$ cat src/rtl/pwm_capture.sv
// pwm_capture: bus-mapped PWM input capture measuring high time and period in clk cycles.
// Define PWM_CAPTURE_IRQ_EN to add the irq output and the CTRL.IE enable bit.
module pwm_capture #(
  parameter int CNT_WIDTH   = 32,
  parameter int SYNC_STAGES = 2
) (
  input  logic        clk,
  input  logic        resetn,
  input  logic        valid,
  output logic        ready,
  input  logic [3:0]  wstrb,
  input  logic [31:0] addr,
  input  logic [31:0] wdata,
  output logic [31:0] rdata,
`ifdef PWM_CAPTURE_IRQ_EN
  output logic        irq,
`endif
  input  logic        in
);
  logic [SYNC_STAGES-1:0] sync_q;
  logic                   s, p_q, rise, fall;
  logic                   en_q, ie_q, valid_q, ovf_q, armed_q, ovf_pend_q;
  logic [CNT_WIDTH-1:0]   cnt_q, hi_q, high_q, period_q, cnt_d;
  logic [31:0]            count_q, ctrl_rd, rdata_d;
  logic                   req, ctrl_wr, clr, cap;
  logic                   unused;
  assign s       = sync_q[SYNC_STAGES-1];
  assign rise    = s & ~p_q;
  assign fall    = ~s & p_q;
  assign req     = valid & ~ready;
  assign ctrl_wr = req & wstrb[0] & (addr[3:2] == 2'd0);
  assign clr     = ctrl_wr & wdata[1];
  assign cap     = en_q & rise & armed_q;
  // Saturating increment; reused for cnt, the high-time snapshot and the period.
  assign cnt_d   = &cnt_q ? cnt_q : cnt_q + CNT_WIDTH'(1);
`ifdef PWM_CAPTURE_IRQ_EN
  assign unused  = ^{addr[31:4], addr[1:0], wdata[31:3]};
`else
  assign unused  = ^{addr[31:4], addr[1:0], wdata[31:2]};
`endif
  always_comb begin
    ctrl_rd     = 32'd0;
    ctrl_rd[0]  = en_q;
    ctrl_rd[2]  = ie_q;
    ctrl_rd[8]  = valid_q;
    ctrl_rd[9]  = ovf_q;
    ctrl_rd[10] = s;
    rdata_d = addr[3:2] == 2'd0 ? ctrl_rd :
              addr[3:2] == 2'd1 ? 32'(high_q) :
              addr[3:2] == 2'd2 ? 32'(period_q) : count_q;
  end
  always_ff @(posedge clk or negedge resetn) begin
    if (!resetn) begin
      ready <= 1'b0;
      rdata <= 32'd0;
    end else begin
      ready <= req;
      rdata <= (req && wstrb == 4'd0) ? rdata_d : 32'd0;
    end
  end
  always_ff @(posedge clk or negedge resetn) begin
    if (!resetn) begin
      sync_q <= '0;
      p_q    <= 1'b0;
    end else begin
      sync_q <= {sync_q[SYNC_STAGES-2:0], in};
      p_q    <= s;
    end
  end
  always_ff @(posedge clk or negedge resetn) begin
    if (!resetn) begin
      en_q <= 1'b0;
      ie_q <= 1'b0;
    end else if (ctrl_wr) begin
      en_q <= wdata[0];
`ifdef PWM_CAPTURE_IRQ_EN
      ie_q <= wdata[2];
`endif
    end
  end
  always_ff @(posedge clk or negedge resetn) begin
    if (!resetn) begin
      cnt_q      <= '0;
      hi_q       <= '0;
      ovf_pend_q <= 1'b0;
      armed_q    <= 1'b0;
    end else if (!en_q) begin
      cnt_q      <= '0;
      hi_q       <= '0;
      ovf_pend_q <= 1'b0;
      armed_q    <= 1'b0;
    end else if (rise) begin
      cnt_q      <= '0;
      ovf_pend_q <= 1'b0;
      armed_q    <= 1'b1;
    end else begin
      cnt_q      <= cnt_d;
      ovf_pend_q <= ovf_pend_q | (&cnt_d);
      if (fall) hi_q <= cnt_d;
    end
  end
  // A capture on the same edge as CLR wins, counting from zero.
  always_ff @(posedge clk or negedge resetn) begin
    if (!resetn) begin
      high_q   <= '0;
      period_q <= '0;
      count_q  <= 32'd0;
      valid_q  <= 1'b0;
      ovf_q    <= 1'b0;
    end else if (cap) begin
      high_q   <= hi_q;
      period_q <= cnt_d;
      count_q  <= (clr ? 32'd0 : count_q) + 32'd1;
      valid_q  <= 1'b1;
      ovf_q    <= ovf_pend_q;
    end else if (clr) begin
      count_q  <= 32'd0;
      valid_q  <= 1'b0;
      ovf_q    <= 1'b0;
    end
  end
`ifdef PWM_CAPTURE_IRQ_EN
  always_ff @(posedge clk or negedge resetn) begin
    if (!resetn) irq <= 1'b0;
    else         irq <= valid_q & ie_q;
  end
`endif
endmodule
$ cat config.mk
export PLATFORM = sky130hd
export DESIGN_NAME = pwm_capture
export DESIGN_NICKNAME = d
export VERILOG_FILES = /design/src/rtl/pwm_capture.sv
export SDC_FILE = /design/constraint.sdc
export NUM_CORES = 1
export LEC_CHECK = 0
export CORE_MARGIN = 2
export CORE_UTILIZATION = 45
export CTS_CLUSTER_DIAMETER = 40
export CTS_CLUSTER_SIZE = 8
export DETAILED_ROUTE_END_ITERATION = 6
export PLACE_DENSITY = 0.76
export SLEW_MARGIN = 10
export SYNTH_ARGS = -nofsm -noshare
export SYNTH_HDL_FRONTEND = slang
export SYNTH_SLANG_ARGS = --single-unit
$ cat constraint.sdc
create_clock -name clk -period 9.5 [get_ports clk]
set_input_delay 2.375 -clock clk [delete_from_list [all_inputs] [get_ports clk]]
set_output_delay 2.375 -clock clk [all_outputs]
set_load 0.1 [all_outputs]
# --- Yosys cells after proc, flatten, opt, wreduce, memory -nomap -nowiden ---
# Index checks and enable logic that the tools add are counted.
word_totals:
  in_bits: 72
  elab_cells: 59
  reg_bits: 201
classes:
  reduce_logical: 7
  n_addsub: 2
  n_bitwise: 12
  n_eq_ne: 5
  muxes: 19
ops:
  columns: ["cell", "n"]
  rows:
  - ["32-bit 2-to-1 mux", 12]
  - ["32-bit by 1-bit adder with 32-bit output, second input constant", 2]
  - ["32-bit AND reduction", 2]
  - ["1-bit AND", 8]
  - ["1-bit 2-to-1 mux", 7]
  - ["2-bit inequality test, second input constant", 3]
  - ["4-bit logical NOT", 1]
  - ["1-bit inverter", 3]
  - ["2-bit by 1-bit equality test with 1-bit output, second input constant", 1]
  - ["2-bit equality test, second input constant", 1]
  - ["2-bit logical NOT", 1]
  - ["2-bit AND reduction", 1]
  - ["2-bit nonzero test", 1]
  - ["1-bit logical AND", 1]
  - ["1-bit bitwise OR", 1]

# --- Longest topological paths before layout ---
# Gate-level depths: netlist (run 1).
logic_depth:
  word_depth: 8
  ltp_mapped: 14
  mapped_depth_nobuf: 12

# --- Worst setup path before layout (run 1) ---
# OpenSTA, ideal clock, no wires.
synth_timing:
  path_kind: "in2reg"
  start: "input port valid"
  end: "register count_q[28]"
  path_buffers: 2
  t_arrival_ns: 5.048
  setup_time_ns: 0.132
  slack_ns: 4.320
  cell_stages: 14
  path_cell_list: "nor2b_1 buf_2 nand4_1 clkbuf_1 and2_1 ha_1 nand3_1 nor3_1 nand4bb_1 or4_1 nor3_2 nand3_1 xor2_1 nor2_1"
synth_via:
  elab_chain_cells: 7
synth_lines:
  columns: ["item", "line", "source"]
  rows:
  - ["from (decl)", "9", "input logic valid,"]
  - ["1-bit AND (*)", "30", "assign req = valid & ~ready;"]
  - ["net req", "25", "logic req, ctrl_wr, clr, cap;"]
  - ["1-bit AND (*) (2 in a row)", "31", "assign ctrl_wr = req & wstrb[0] & (addr[3:2] == 2'd0);"]
  - ["1-bit AND (*)", "32", "assign clr = ctrl_wr & wdata[1];"]
  - ["32-bit 2-to-1 mux (*)", null, null]
  - ["32-bit by 1-bit adder with 32-bit output", "113", "count_q <= (clr ? 32'd0 : count_q) + 32'd1;"]
  - ["32-bit 2-to-1 mux (*)", "110", "end else if (cap) begin"]
  - ["to (signal assigned)", "113", null]
  - ["to (decl)", "24", "logic [31:0] count_q, ctrl_rd, rdata_d;"]
# Mark *: on every way through the listed nets, which the timed path passes. The rest lies on a longest branch.
# A chain may end at the register's enable or synchronous reset.

# --- Worst setup path in the final report (run 1) ---
layout_timing:
  start: "input port addr[2]"
  end: "register count_q[28]"
layout_via:
  elab_chain_cells: 6
layout_lines:
  columns: ["item", "line", "source"]
  rows:
  - ["from (decl)", "12", "input logic [31:0] addr,"]
  - ["2-bit logical NOT (*)", "31", null]
  - ["1-bit AND (*)", "31", null]
  - ["1-bit AND (*)", "32", null]
  - ["32-bit 2-to-1 mux (*)", null, null]
  - ["32-bit by 1-bit adder with 32-bit output", "113", null]
  - ["32-bit 2-to-1 mux (*)", "110", null]
# Mark *: on every way between the ends. The rest lies on a longest branch, timed or not.

==> metrics.cfg, run 1 <==
[worst_hold_path]
hold_depth = 0
holdCritPathClass = reg -> reg

[route]
drc_errors = 0
drtAntennaViolNets = 0
vias = 6387
totalWireLength_um = 19740
viasPerCell = 5.422
first_pass_iters = 5
avgRoutedWirePerCell_um = 16.76
drt_iter0_drc = 487

[logic_synthesis]
avgSynthCellArea_um2 = 10.11
syn_area_mm2 = 0.008800
synth_most_common_cell = dfrtp_1
yosys_warnings = 1
synth_fp_nets = 944
synth-main-ff-cell = dfrtp_1
yosysSeqAreaShare_pct = 57.16
synth_cell_type_count = 53
synth-seq-cells = 201
yosys-top-cells-count = dfrtp_1, nand2_1, nor2_1, o21ai_0, clkbuf_1
synth_enable_flop_cells = 0
syn_inst = 870
synth_top_area_cell = dfrtp_1
synth_area_leaders = dfrtp_1, nand2_1, o21ai_0
synth_top_area_share_pct = 57.16
synthArstFlopShare_pct = 100.0

[clock_tree]
clk-insertion-delay-late_ns = 0.53
cts_buffers = 31
htreeDepth = 1
cts_tree = built
postCtsSetupBuffers = 0
cts.clk_slew.worst_paths_ns = 0.05
cts_resized = 0
cts.path.max_buffers = 3
numClockSinks = 201
hold_buffers = 0
root_buffer = clkbuf_16

[power_and_ir_drop]
sw_frac_of_total_pct = 23.22
switchingPower_w = 0.0004498
peakVddDrop_v = 0.0001243
p_int_w = 0.001488
p_seq_share_pct = 46.3
leakage_nw = 4.571
combPwrFrac_pct = 5.9
clkPwrFrac_pct = 47.8
power_density_mw_per_mm2 = 188.3

[timing]
postLayoutSetupSlackWorst_ns = 3.601
holdWs_ns = 0.3620
setup_violations = 0
drv_slew = 0
fmax_mhz = 169.5
final.setup_skew_ns = 0.02006
worst_pin_slew_ns = 1.085
min_period_over_period_pct = 62.09
rsz0062_at_grt = no
maxSlewHeadroom_pct = 27.50
period_needed_ns = 5.899
hold_viol = 0
tns_ns = 0

[final_layout]
post-route-util_pct = 53.21
fin_cells = 1178
nets = 980
drive_gt1_share_pct = 10.84
nFillCells = 1636
synthToLayoutAreaGrowth_pct = 16.91
antenna_cells = 0

[grt]
grt_overflow = 0
grt.total_usage_pct = 20.17
grt_pass1_vias = 6610
grt_pass1_wl_um = 33540
grt_max_degree = 138
grt_antenna_before_repair = 0

[job]
cap_violations = 0

[die]
core_mm2 = 0.01933
num_io_pins = 105
die-area_mm2 = 0.02069
row_count = 51
die_w_um = 143.8
die_height_um = 143.8
start_util_pct = 45.51

[worst_setup_path]
cp.depth = 15
slowest_stage = or4_1
worst-endpoint-required_ns = 9.90
crit_fanout = 34
start_kind = primary input
cp_top_family = simple AND/OR/NAND/NOR gates
critical-path-max-stage-delay_ns = 0.61
path_class = in -> reg
crit_path_cell_trace = clkdlybuf4s50_1 -> buf_4 -> nor2_1 -> nand4_1 -> buf_4 -> and2_1 -> ha_1 -> nand3_1 -> nor3_1 -> nand4bb_1 -> or4_1 -> nor3_2 -> nand3_1 -> xor2_1 -> nor2_1
end_kind = flip-flop
worst-path-buf-inv = 3
arrival_ns = 6.30
reg2regPathDepth = 13

[placement]
gp_congestion = 0.8714
portBuffers = 44
placed_cells = 1138
dp.final_hpwl_um = 12420
post-place-ws_ns = 3.093

[outcome]
status = completed

==> per-stage QoR <==
stage / total power, W / instance area [um2]
3_5_place_dp: 0.001026 / 9460
2_1_floorplan: 0.0009733 / 8800
6_report: 0.001938 / 10290
5_1_grt: 0.002005 / 10290
4_1_cts: 0.001952 / 10290
3_3_place_gp: 0.001022 / 9460
==> path summary, 6_finish.rpt <==
kind / startpoint / slack, ns / end
worst max-delay path: addr[2] / 3.60 / count_q[28]$_DFF_PN0_
worst min-delay path: sync_q[0]$_DFF_PN0_ / 0.36 / sync_q[1]$_DFF_PN0_
worst max register to register: ready$_DFF_PN0_ / 6.06 / count_q[28]$_DFF_PN0_
worst min register to register: sync_q[0]$_DFF_PN0_ / 0.36 / sync_q[1]$_DFF_PN0_
max in group asynchronous: resetn / 6.03 / hi_q[30]$_DFFE_PN0P_
min in group asynchronous: resetn / 2.06 / high_q[0]$_DFFE_PN0P_
==> layout by cell type (no fill, tap or decap), types with 2 or more instances in the layout <==
cell	instances
a211oi_1	3
a21oi_1	7
a22oi_1	28
a31oi_1	3
and2_1	8
and3_1	14
and4_1	3
and4_2	2
buf_4	9
clkbuf_1	3
clkbuf_16	31
clkdlybuf4s50_1	43
clkinv_2	3
dfrtp_1	201
ha_1	2
inv_1	4
mux2_2	29
mux2i_1	2
mux4_2	4
nand2_1	194
nand3_1	29
nand4_1	19
nand4_2	2
nor2_1	92
nor3_1	9
nor3_2	2
nor3b_1	2
nor4_1	4
nor4_4	2
nor4b_1	2
o21ai_0	71
or3_1	5
or4_1	2
xnor2_1	23
xor2_1	32
==> per-layer routing <==
metal | vias to the layer above | track usage [%] | wire [um]
li1 | 3018 | - | -
met1 | 3177 | 26.79 | 8745
met2 | 158 | 33.83 | 9633
met3 | 34 | 3.432 | 902
met4 | 0 | 6.502 | 457
met5 | - | 0 | 0
==> sequential cells by signal (all words and copies together) (netlist names) <==
name,flops
cnt_q,32
count_q,32
hi_q,32
high_q,32
period_q,32
rdata,32
sync_q,2
armed_q,1
en_q,1
ovf_pend_q,1
ovf_q,1
p_q,1
ready,1
valid_q,1
==> worst reg2reg max path: stages (launching register included) <==
cell	delay [ns]
dfrtp_1	0.34
nor2b_1	0.12
nand4_1	0.12
buf_4	0.23
and2_1	0.20
ha_1	0.21
nand3_1	0.08
nor3_1	0.32
nand4bb_1	0.38
or4_1	0.61
nor3_2	0.34
nand3_1	0.15
xor2_1	0.16
nor2_1	0.06
==> power by group through the flow <==
stage / sequential, W / combinational (W) / clock [W]
2_1_floorplan: 0.000904 / 0.0000691 / 0
3_3_place_gp: 0.000908 / 0.000113 / 0
3_5_place_dp: 0.000910 / 0.000116 / 0
4_1_cts: 0.000897 / 0.000116 / 0.000939
5_1_grt: 0.000899 / 0.000128 / 0.000978
6_report: 0.000897 / 0.000114 / 0.000926
==> area by class of cell <==
class | count | area [um2] | area share, %
clock inverters | 6 | 40.04 | 0.3892
inverters | 4 | 15.01 | 0.1459
flip-flops and latches | 201 | 5030 | 48.89
repair buffers | 53 | 511.7 | 4.974
well taps | 265 | 331.6 | 3.223
multi-input cells | 615 | 3572 | 34.72
clock buffers | 34 | 787.0 | 7.650
==> logic make-up (layout without fill, tap and decap cells) <==
logic type / count (synthesis) / after routing / share of synthesized area [%]
simple gates: 405 / 405 / 21.63
flops: 201 / 201 / 57.16
compound gates: 118 / 118 / 7.906
xor+xnor: 55 / 55 / 5.474
buf+inv: 54 / 97 / 2.588
mux: 35 / 35 / 4.962
fa+ha+maj: 2 / 2 / 0.2843
Note: power is estimated with default switching activity, not from simulation.
==> inputs of run 2 (changes only) <==
- PLACE_DENSITY: 0.76 -> 0.78
- clock period: 9.5 -> 5.3 ns (I/O delays scaled with it)
==> run 2 against run 1 <==
Sequential share of layout area increased by 0.26 points. Final cell count decreased by 0.68%. Combinational power increased by 80%. Count of clock-buffer cells in the layout decreased by 3. Die area unchanged. Critical endpoint unchanged. Power increased by 77%. First-iteration DRC count increased by 2.9%. Critical path depth decreased by 2. Sequential cell count unchanged. Clock power increased by 75%.
==> metrics.cfg, run 2 (synthesized netlist as in run 1, its figures left out) <==
[timing]
final.setup_skew_ns = 0.008464
min_period_over_period_pct = 80.42
setup_violations = 0
rsz0062_at_grt = no
hold_viol = 0
tns_ns = 0
worst_pin_slew_ns = 1.177
fmax_mhz = 234.6
period_needed_ns = 4.262
maxSlewHeadroom_pct = 21.36
drv_slew = 0
holdWs_ns = 0.3640

[final_layout]
antenna_cells = 0
final_cell_mix = dfrtp_1, nand2_1, nor2_1
fin_cells = 1170
nets = 978
post-route-util_pct = 52.93
layout_commonest_cell = dfrtp_1
drive_gt1_share_pct = 10.28
synthToLayoutAreaGrowth_pct = 16.30
finalInstanceArea_mm2 = 0.01023

[worst_setup_path]
critical-path-max-stage-delay_ns = 0.60
worst-endpoint-required_ns = 5.69
timing.rr.end = ovf_pend_q$_DFF_PN0_
arrival_ns = 4.65
slowest_stage = or4_1
end_kind = flip-flop
path_class = in -> reg
crit_fanout = 9
cp_common_cell = nand3_1
start_kind = primary input
r2r_start = cnt_q[0]$_DFF_PN0_
startpoint = valid
r2r_slack_ns = 1.87
crit_path_cell_trace = clkdlybuf4s50_1 -> nor2b_1 -> nand4_1 -> and2_1 -> ha_1 -> nand3_1 -> nor3_1 -> nand4bb_1 -> or4_1 -> nor3_2 -> nand3_1 -> xor2_1 -> nor2_1
reg2regPathDepth = 9

[placement]
gp_congestion = 0.8809
placed_cells = 1138
placed_area_mm2 = 0.009460
dp.final_hpwl_um = 12790
portBuffers = 44

[power_and_ir_drop]
power_density_mw_per_mm2 = 335.5
clkPwrFrac_pct = 47.2
leakage_nw = 4.545
combPwrFrac_pct = 6.0
p_int_w = 0.002648
sw_frac_of_total_pct = 22.88
p_seq_share_pct = 46.8
switchingPower_w = 0.0007855
peakVddDrop_v = 0.0002105

[route]
avgRoutedWirePerCell_um = 17.38
drtAntennaViolNets = 0
viasPerCell = 5.530
first_pass_iters = 5
vias = 6470
totalWireLength_um = 20330
drt_iter0_drc = 501
drc_errors = 0

[grt]
grt_pass1_wl_um = 32970
grt_overflow = 0
grt.total_usage_pct = 20.06
grt_antenna_before_repair = 0
grt_pass1_vias = 6406
grt_max_degree = 120

[clock_tree]
cts_buffers = 29
cts_tree = built
cts.clk_slew.worst_paths_ns = 0.05
clk-insertion-delay-late_ns = 0.52
hold_buffers = 0
root_buffer = clkbuf_16
cts_resized = 0
postCtsSetupBuffers = 0
htreeDepth = 1
numClockSinks = 201
cts.path.max_buffers = 3

[worst_hold_path]
hold_depth = 0
holdCritPathClass = reg -> reg
min_from = sync_q[0]$_DFF_PN0_
holdPathEnd = sync_q[1]$_DFF_PN0_

[die]
die-area_mm2 = 0.02069
num_io_pins = 105
die_height_um = 143.8
start_util_pct = 45.51
die_w_um = 143.8
core_mm2 = 0.01933
row_count = 51

[outcome]
status = completed

[job]
cap_violations = 0

==> run 2: cell count changes in the layout (fill, tap and decap cells not counted), sizes merged <==
cell,change
bufinv,+1
clkbuf,-3
clkinvlp,-1
clkinv,-4
inv,-1
==> run 2: through the flow <==
step                setup slack [ns]  total power, W
CTS                            1.040        0.003450
floorplan                      1.170        0.001745
global placement              0.6042        0.001829
global route                  0.7617        0.003538
finish                         1.038        0.003433
detailed placement            0.4990        0.001837
==> run 2: critical path: cells and delay by family <==
kind                     cells  cell delay (ns)
AND/OR/NAND/NOR             10             2.56
buffers and inverters        1             0.38
XOR/XNOR                     1             0.15
adder cells (fa/ha/maj)      1             0.21
==> run 2: cell type report <==
type / count / area, um2
Clock buffer: 31 / 743.2
Clock inverter: 1 / 30.03
Fill cell: 1638 / 9101
Inverter: 4 / 15.01
Multi-Input combinational cell: 615 / 3572
Sequential cell: 201 / 5030
Tap cell: 265 / 331.6
Timing Repair Buffer: 53 / 511.7
==> run 2: how the worst max path moves through the flow <==
stage | depth (start not counted) | slack, ns | end
final | 13 | 1.04 | count_q[28]$_DFF_PN0_
after global routing | 13 | 0.76 | count_q[28]$_DFF_PN0_
after CTS | 13 | 1.04 | count_q[28]$_DFF_PN0_
after detailed placement | 13 | 0.50 | count_q[30]$_DFF_PN0_
after global placement | 13 | 0.60 | count_q[26]$_DFF_PN0_
after floorplan | 14 | 1.17 | count_q[28]$_DFF_PN0_
==> run 2: power by group through the flow <==
stage	Clock, W	Combinational [W]	Sequential (W)
finish	0.00162	0.000205	0.00161
floorplan	0	0.000124	0.00162
global route	0.00170	0.000229	0.00161
global placement	0	0.000200	0.00163
detailed placement	0	0.000206	0.00163
CTS	0.00164	0.000207	0.00161
==> run 2: routing by layer <==
metal / vias to the layer above / global-route usage [%] / share of wire, %
met4: 0 / 6.605 / 2.1
met1: 3249 / 26.64 / 43
met2: 186 / 34.24 / 50
met3: 35 / 2.566 / 4.9
li1: 3000 / - / -
met5: - / 0 / 0
